File: src/rtl/bcd_scan_display.sv
// -----------------------------------------------------------------------------
// bcd_scan_display
//
// Drives a common-anode 4-digit 7-segment display from the packed BCD digits
// of the counter stage. The display is time-multiplexed: each digit is lit for
// REFRESH_DIV clock cycles, so one full frame takes 4*REFRESH_DIV cycles.
//
// All four digits are copied into a shadow register at once, at the start of
// each frame. This keeps a frame from showing a mix of old and new digits.
// Leading zeros on digits 3..1 can be blanked. Code 4'hF is the counter's
// overflow marker and is shown as a dash. Codes 4'hA..4'hE show nothing.
//
// Ports
//   Clk        system clock
//   Reset      synchronous, active-high
//   BCD0..BCD3 ones / tens / hundreds / thousands digit (0-9, 4'hF overflow)
//   Blank      forces all anodes off while high; scanning keeps running
//   An[3:0]    anode enables, active-low, An[i] = digit i (registered)
//   Seg[6:0]   segments {g,f,e,d,c,b,a}, active-low (registered)
//   Dp         decimal point, active-low, always off
//   FrameTick  one-cycle pulse in the cycle after each shadow capture
//
// Scan index (idx_q):
//   idx | meaning
//   0   | ones digit lit, An = 4'b1110
//   1   | tens digit lit, An = 4'b1101
//   2   | hundreds digit lit, An = 4'b1011
//   3   | thousands digit lit, An = 4'b0111 (frame ends at its terminal count)
// -----------------------------------------------------------------------------
module bcd_scan_display #(
    parameter int unsigned REFRESH_DIV = 1024,
    parameter int unsigned LZ_BLANK    = 1
) (
    input  logic       Clk,
    input  logic       Reset,
    input  logic [3:0] BCD0,
    input  logic [3:0] BCD1,
    input  logic [3:0] BCD2,
    input  logic [3:0] BCD3,
    input  logic       Blank,
    output logic [3:0] An,
    output logic [6:0] Seg,
    output logic       Dp,
    output logic       FrameTick
);

    localparam int unsigned        PRESC_W    = $clog2(REFRESH_DIV);
    localparam logic [PRESC_W-1:0] PRESC_LAST = PRESC_W'(REFRESH_DIV - 1);

    localparam logic [6:0] SEG_OFF  = 7'b1111111;
    localparam logic [6:0] SEG_DASH = 7'b0111111;

    // Scan timing and frame state
    logic [PRESC_W-1:0] prescaler_q, prescaler_d;
    logic [1:0]         idx_q, idx_d;
    logic [15:0]        shadow_q, shadow_d;
    logic               valid_q, valid_d;

    // Registered display outputs
    logic [3:0]         an_q, an_d;
    logic [6:0]         seg_q, seg_d;
    logic               frame_tick_q, frame_tick_d;

    logic               presc_tc;
    logic               capture;

    // Leading-zero blanking, evaluated on the shadow copy
    logic               lz_en;
    logic               blank3, blank2, blank1;
    logic [3:0]         digit_cur;
    logic               digit_blank;

    function automatic logic [6:0] seg_decode(input logic [3:0] digit);
        logic [6:0] seg;
        case (digit)
            4'h0:    seg = 7'b1000000;
            4'h1:    seg = 7'b1111001;
            4'h2:    seg = 7'b0100100;
            4'h3:    seg = 7'b0110000;
            4'h4:    seg = 7'b0011001;
            4'h5:    seg = 7'b0010010;
            4'h6:    seg = 7'b0000010;
            4'h7:    seg = 7'b1111000;
            4'h8:    seg = 7'b0000000;
            4'h9:    seg = 7'b0010000;
            4'hF:    seg = SEG_DASH;
            default: seg = SEG_OFF;   // A..E are illegal: show nothing
        endcase
        return seg;
    endfunction

    // -------------------------------------------------------------------------
    // State register
    // -------------------------------------------------------------------------
    always_ff @(posedge Clk) begin
        if (Reset) begin
            prescaler_q  <= '0;
            idx_q        <= 2'd0;
            shadow_q     <= 16'h0000;
            valid_q      <= 1'b0;
            an_q         <= 4'b1111;
            seg_q        <= SEG_OFF;
            frame_tick_q <= 1'b0;
        end else begin
            prescaler_q  <= prescaler_d;
            idx_q        <= idx_d;
            shadow_q     <= shadow_d;
            valid_q      <= valid_d;
            an_q         <= an_d;
            seg_q        <= seg_d;
            frame_tick_q <= frame_tick_d;
        end
    end

    // -------------------------------------------------------------------------
    // Next-state logic
    // -------------------------------------------------------------------------
    always_comb begin
        presc_tc    = (prescaler_q == PRESC_LAST);

        // The first edge after reset loads the shadow (valid_q is still 0).
        // After that, loading happens only at the frame boundary, which is the
        // same edge where idx wraps from 3 to 0.
        capture     = !valid_q || (presc_tc && (idx_q == 2'd3));

        prescaler_d = presc_tc ? '0 : prescaler_q + PRESC_W'(1);
        idx_d       = presc_tc ? idx_q + 2'd1 : idx_q;
        valid_d     = 1'b1;
        shadow_d    = capture ? {BCD3, BCD2, BCD1, BCD0} : shadow_q;
    end

    // -------------------------------------------------------------------------
    // Output logic (registered next cycle)
    // -------------------------------------------------------------------------
    assign lz_en  = (LZ_BLANK != 0);
    assign blank3 = lz_en && (shadow_q[15:12] == 4'h0);
    assign blank2 = blank3 && (shadow_q[11:8] == 4'h0);
    assign blank1 = blank2 && (shadow_q[7:4]  == 4'h0);

    always_comb begin
        digit_cur   = shadow_q[3:0];
        digit_blank = 1'b0;
        case (idx_q)
            2'd0: begin digit_cur = shadow_q[3:0];   digit_blank = 1'b0;   end
            2'd1: begin digit_cur = shadow_q[7:4];   digit_blank = blank1; end
            2'd2: begin digit_cur = shadow_q[11:8];  digit_blank = blank2; end
            2'd3: begin digit_cur = shadow_q[15:12]; digit_blank = blank3; end
            default: begin digit_cur = shadow_q[3:0]; digit_blank = 1'b0;  end
        endcase

        // A blanked leading zero keeps its anode driven, so every digit gets
        // the same on-time and the brightness stays uniform.
        an_d  = 4'b1111;
        seg_d = SEG_OFF;
        if (valid_q && !Blank) begin
            an_d = ~(4'b0001 << idx_q);
            if (!digit_blank) begin
                seg_d = seg_decode(digit_cur);
            end
        end

        frame_tick_d = capture;
    end

    assign An        = an_q;
    assign Seg       = seg_q;
    assign Dp        = 1'b1;
    assign FrameTick = frame_tick_q;

endmodule

File: config.mk
export PLATFORM = sky130hd
export DESIGN_NAME = bcd_scan_display
export DESIGN_NICKNAME = d
export VERILOG_FILES = /design/src/rtl/bcd_scan_display.sv
export SDC_FILE = /design/constraint.sdc
export NUM_CORES = 1
export LEC_CHECK = 0
export ABC_CLOCK_PERIOD_IN_PS = 2500
export BUFFER_PORTS_ARGS = -buffer_cell sky130_fd_sc_hd__buf_2
export CAP_MARGIN = 20
export CORE_MARGIN = 10
export CORE_UTILIZATION = 30
export CTS_BUF_LIST = sky130_fd_sc_hd__clkbuf_16
export DETAILED_ROUTE_END_ITERATION = 16
export PLACE_DENSITY = 0.6
export SYNTH_ARGS = -nofsm -noshare
export SYNTH_HDL_FRONTEND = slang
export SYNTH_SLANG_ARGS = --single-unit
File: constraint.sdc
create_clock -name Clk -period 2.5 [get_ports Clk]
set_input_delay 0.25 -clock Clk [delete_from_list [all_inputs] [get_ports Clk]]
set_output_delay 0.25 -clock Clk [all_outputs]
set_load 0.01 [all_outputs]
==> metrics.log <==
INFO  metric core_area = 5540 µm²
INFO  metric synth_largest_type_area_fraction = 0.474
INFO  metric detail_route.wl_per_cell = approximately 12 µm
INFO  metric dr_total_vias = roughly 1300
INFO  metric post-dp-hpwl = between 2000 and 3000 µm
INFO  metric fmaxAchievable = between 400 and 500 MHz
INFO  metric r2r_end = Seg[6]
INFO  metric min_period_over_period = 0.855
INFO  metric cp_data_arrival_time = roughly 2300 ps
INFO  metric reg_to_reg_setup_timing_slack = about 360 ps
INFO  metric globalRouteOverflowTotal = 0
INFO  metric synth.top_cells.by_area = sky130_fd_sc_hd__dfxtp_1 47%, sky130_fd_sc_hd__mux2i_1 10%, sky130_fd_sc_hd__nor2_1 6.9%
INFO  metric clock_path_buffers = 2
INFO  metric synth.yosys.seq_area_share = 0.474
INFO  metric netlist_area = 1730 µm²
INFO  metric drt.antenna.violating_nets = 0
INFO  metric cts_buffers = 5
INFO  metric post_synth_inst_count = 175
INFO  metric mappedNetlistNets = approximately 200
INFO  metric post_drt_via_cell_ratio = between 4 and 5
INFO  metric syn_area_per_cell = 9.90 µm²
INFO  metric count_of_flip_flops_with_a_built_in_enable_after_synthesis = 0
INFO  metric clkSinkCount = 41
INFO  metric drive_gt1_frac = 0.234
INFO  metric outcome = completed
INFO  metric die-area = 9210 µm²
INFO  metric rr_startpoint = idx_q[0]
INFO  metric finalMaxSlewViolations = 0
INFO  metric powerDensity = approximately 710 nW/µm²
INFO  metric path_clk_slew = ~60 ps
INFO  metric pin_count = 32
INFO  metric setup-tns-final = 0 ps
INFO  metric max_cap_violations = 0
INFO  metric critical_path.top_delay_family = compound AO/OA/AOI/OAI gates
INFO  metric series_of_cell_instances_along_the_critical_path = inv_1 > ha_1 > a222oi_1 > mux2_2 > inv_1 > ha_1 > nor3_1 > a21o_1 > o31ai_1
INFO  metric number_of_diodes_added_for_antenna_fixing = 0
INFO  metric ir_drop = roughly 300 µV
INFO  metric post-route-util = 0.380
INFO  metric buffer_ports.inserted = 30
INFO  metric critical_path_class = flop to flop
INFO  metric area.growth.synth_to_final = 21.5%
INFO  metric worst_skew_pair.late_latency = approximately 280 ps
INFO  metric count_of_buffers_added_by_post_cts_timing_repair_for_setup = 0
INFO  metric cts_tree = yes
INFO  metric yosysTopAreaCell = sky130_fd_sc_hd__dfxtp_1
INFO  metric path_max_fanout = 6
INFO  metric cp.required = ~2700 ps
INFO  metric critical-path-slowest-cell = sky130_fd_sc_hd__dfxtp_1
INFO  metric fp-row-count = 27
INFO  metric route.detailed.drc = 0
INFO  metric drt_first_pass_iters = 4
INFO  metric number_of_antenna_violations_at_the_first_check_in_global_routing = 0
INFO  metric initialDrtViolationCount = 55
INFO  metric finalNetCount = roughly 230
INFO  metric cp_max_stage_delay = approximately 380 ps
INFO  metric overall_power_consumption = 1.50 mW
INFO  metric final_hold_viol_count = 0
INFO  metric critPathCaptureType = flop
INFO  metric ys_dominant_reg_cell = sky130_fd_sc_hd__dfxtp_1
INFO  metric cts_hold_buf = 0
INFO  metric grt_setup_unrepaired = false
INFO  metric crit_start = idx_q[0]
INFO  metric initial_core_util = 0.313
INFO  metric synth_cell_type_count = 40
INFO  metric final.hold.worst_slack = between 200 and 250 ps
INFO  metric clock-skew-final = around 4.4 ps
INFO  metric place.gp.congestion = about 0.77
INFO  metric worst-r2r-cell-count = 9
INFO  metric clock-root-buffer = sky130_fd_sc_hd__clkbuf_16
INFO  metric worstSetupPathDepth = 9
INFO  metric cts-resized-gates = 0
INFO  metric synth-seq-cells = just over 40
INFO  metric die_height = approximately 96 µm
INFO  metric worst_hold_path_type = input port to flop
INFO  metric power_leakage = 0.924 nW
INFO  metric first_pass_grt_wire_length = around 6000 µm
INFO  metric most_common_cell_after_layout_fill_and_taps_aside = sky130_fd_sc_hd__dfxtp_1
INFO  metric cp_num_buf_inv = 2
INFO  metric crit_path_start_kind = flop
INFO  metric grt_start_max_net_pins = 24
INFO  metric total_setup_violations_reported_at_the_end_of_the_flow = 0
INFO  metric layout.cells.most_common_list = 41 x sky130_fd_sc_hd__dfxtp_1, 32 x sky130_fd_sc_hd__nor2_1, 30 x sky130_fd_sc_hd__buf_2
INFO  metric filler_cell_count = ~590
INFO  metric grt_usage = 0.0796
INFO  metric first_global_vias = 1276
INFO  metric maximum_level_of_the_cts_h_tree = 2
INFO  metric synth-warning-count = 0
INFO  metric finalCriticalPeriod = roughly 2100 ps
INFO  metric chipWidth = approximately 96 µm
INFO  metric route.final.wire_length = approximately 3400 µm
INFO  metric postSynth.asyncResetShare = 0
INFO  metric setup.worst_path.end = Seg[6]
[per-layer routing]
metal	wire, µm	part of all wire	track usage	vias to the layer above
met5	0	0	0	-
met4	65	0.019	0.0393	0
met3	251	0.073	0.0296	6
met2	1590	0.46	0.122	31
met1	1520	0.44	0.0958	595
li1	-	-	-	663
[sequential cells by signal, summed over array words and instances (netlist names)]
register	count
shadow_q	16
FrameTick	1
valid_q	1
prescaler_q	10
idx_q	2
Seg	7
An	4
[kinds of logic after synthesis]
| kind of cell | count (synthesis) | share of synthesized area |
|---|---|---|
| AOI/OAI and AO/OA | 20 | 0.0845 |
| xor gates and xnor gates | 9 | 0.0455 |
| adders and majority gates | 7 | 0.0506 |
| buffers and inverters | 17 | 0.0527 |
| DFF | 41 | 0.474 |
| muxes | 22 | 0.131 |
| other | 1 | 0.00217 |
| and+or+nand+nor | 58 | 0.159 |
[through the flow]
stage	setup WS [ps]	cells	instance area, µm²
after detailed placement	366	273	1940
after CTS	343	281	2100
after global routing	64.1	281	2100
final	364	281	2100
after floorplan	550	175	1730
after global placement	435	273	1940
[cell usage after synthesis, types with 3 or more instances]
cell and number:
sky130_fd_sc_hd__a21oi_1 4, sky130_fd_sc_hd__a222oi_1 4, sky130_fd_sc_hd__clkbuf_1 4, sky130_fd_sc_hd__dfxtp_1 41
sky130_fd_sc_hd__ha_1 7, sky130_fd_sc_hd__inv_1 9, sky130_fd_sc_hd__mux2_2 3, sky130_fd_sc_hd__mux2i_1 18
sky130_fd_sc_hd__nand2_1 7, sky130_fd_sc_hd__nand3_1 4, sky130_fd_sc_hd__nor2_1 32, sky130_fd_sc_hd__o21ai_0 3
sky130_fd_sc_hd__xnor2_1 5, sky130_fd_sc_hd__xor2_1 4
[power breakdown]
| group | switching, mW | internal (mW) | total (mW) | leakage (nW) |
|---|---|---|---|---|
| sequential | 0.0178 | 0.681 | 0.698 | 0.336 |
| combinational | 0.0578 | 0.0525 | 0.110 | 0.505 |
| clock | 0.228 | 0.463 | 0.691 | 0.0826 |
| total | 0.304 | 1.20 | 1.50 | 0.924 |
[final cells by class]
cell class	count	area [µm²]	share of cell area
Clock buffer	5	125	0.0595
Clock inverter	3	37.5	0.0178
Inverter	10	37.5	0.0178
Multi-Input combinational cell	117	820	0.390
Sequential cell	41	821	0.390
Tap cell	72	90.1	0.0428
Timing Repair Buffer	33	173	0.0821
[worst min path at each step]
stage,startpoint,end,slack (ps),cells after the start
2_1_floorplan,Reset,valid_q,320,1
5_1_grt,BCD3[2],shadow_q[14],230,3
4_1_cts,BCD3[0],shadow_q[12],200,3
3_3_place_gp,prescaler_q[0],prescaler_q[0],450,1
3_5_place_dp,prescaler_q[0],prescaler_q[0],450,1
6_report,BCD3[0],shadow_q[12],210,3
[tightest hold or removal path, stage by stage]
cell and delay (ps):
sky130_fd_sc_hd__buf_2 70, sky130_fd_sc_hd__mux2i_1 50, sky130_fd_sc_hd__nor2_1 70
No activity file was read; power rests on OpenSTA's default activity.
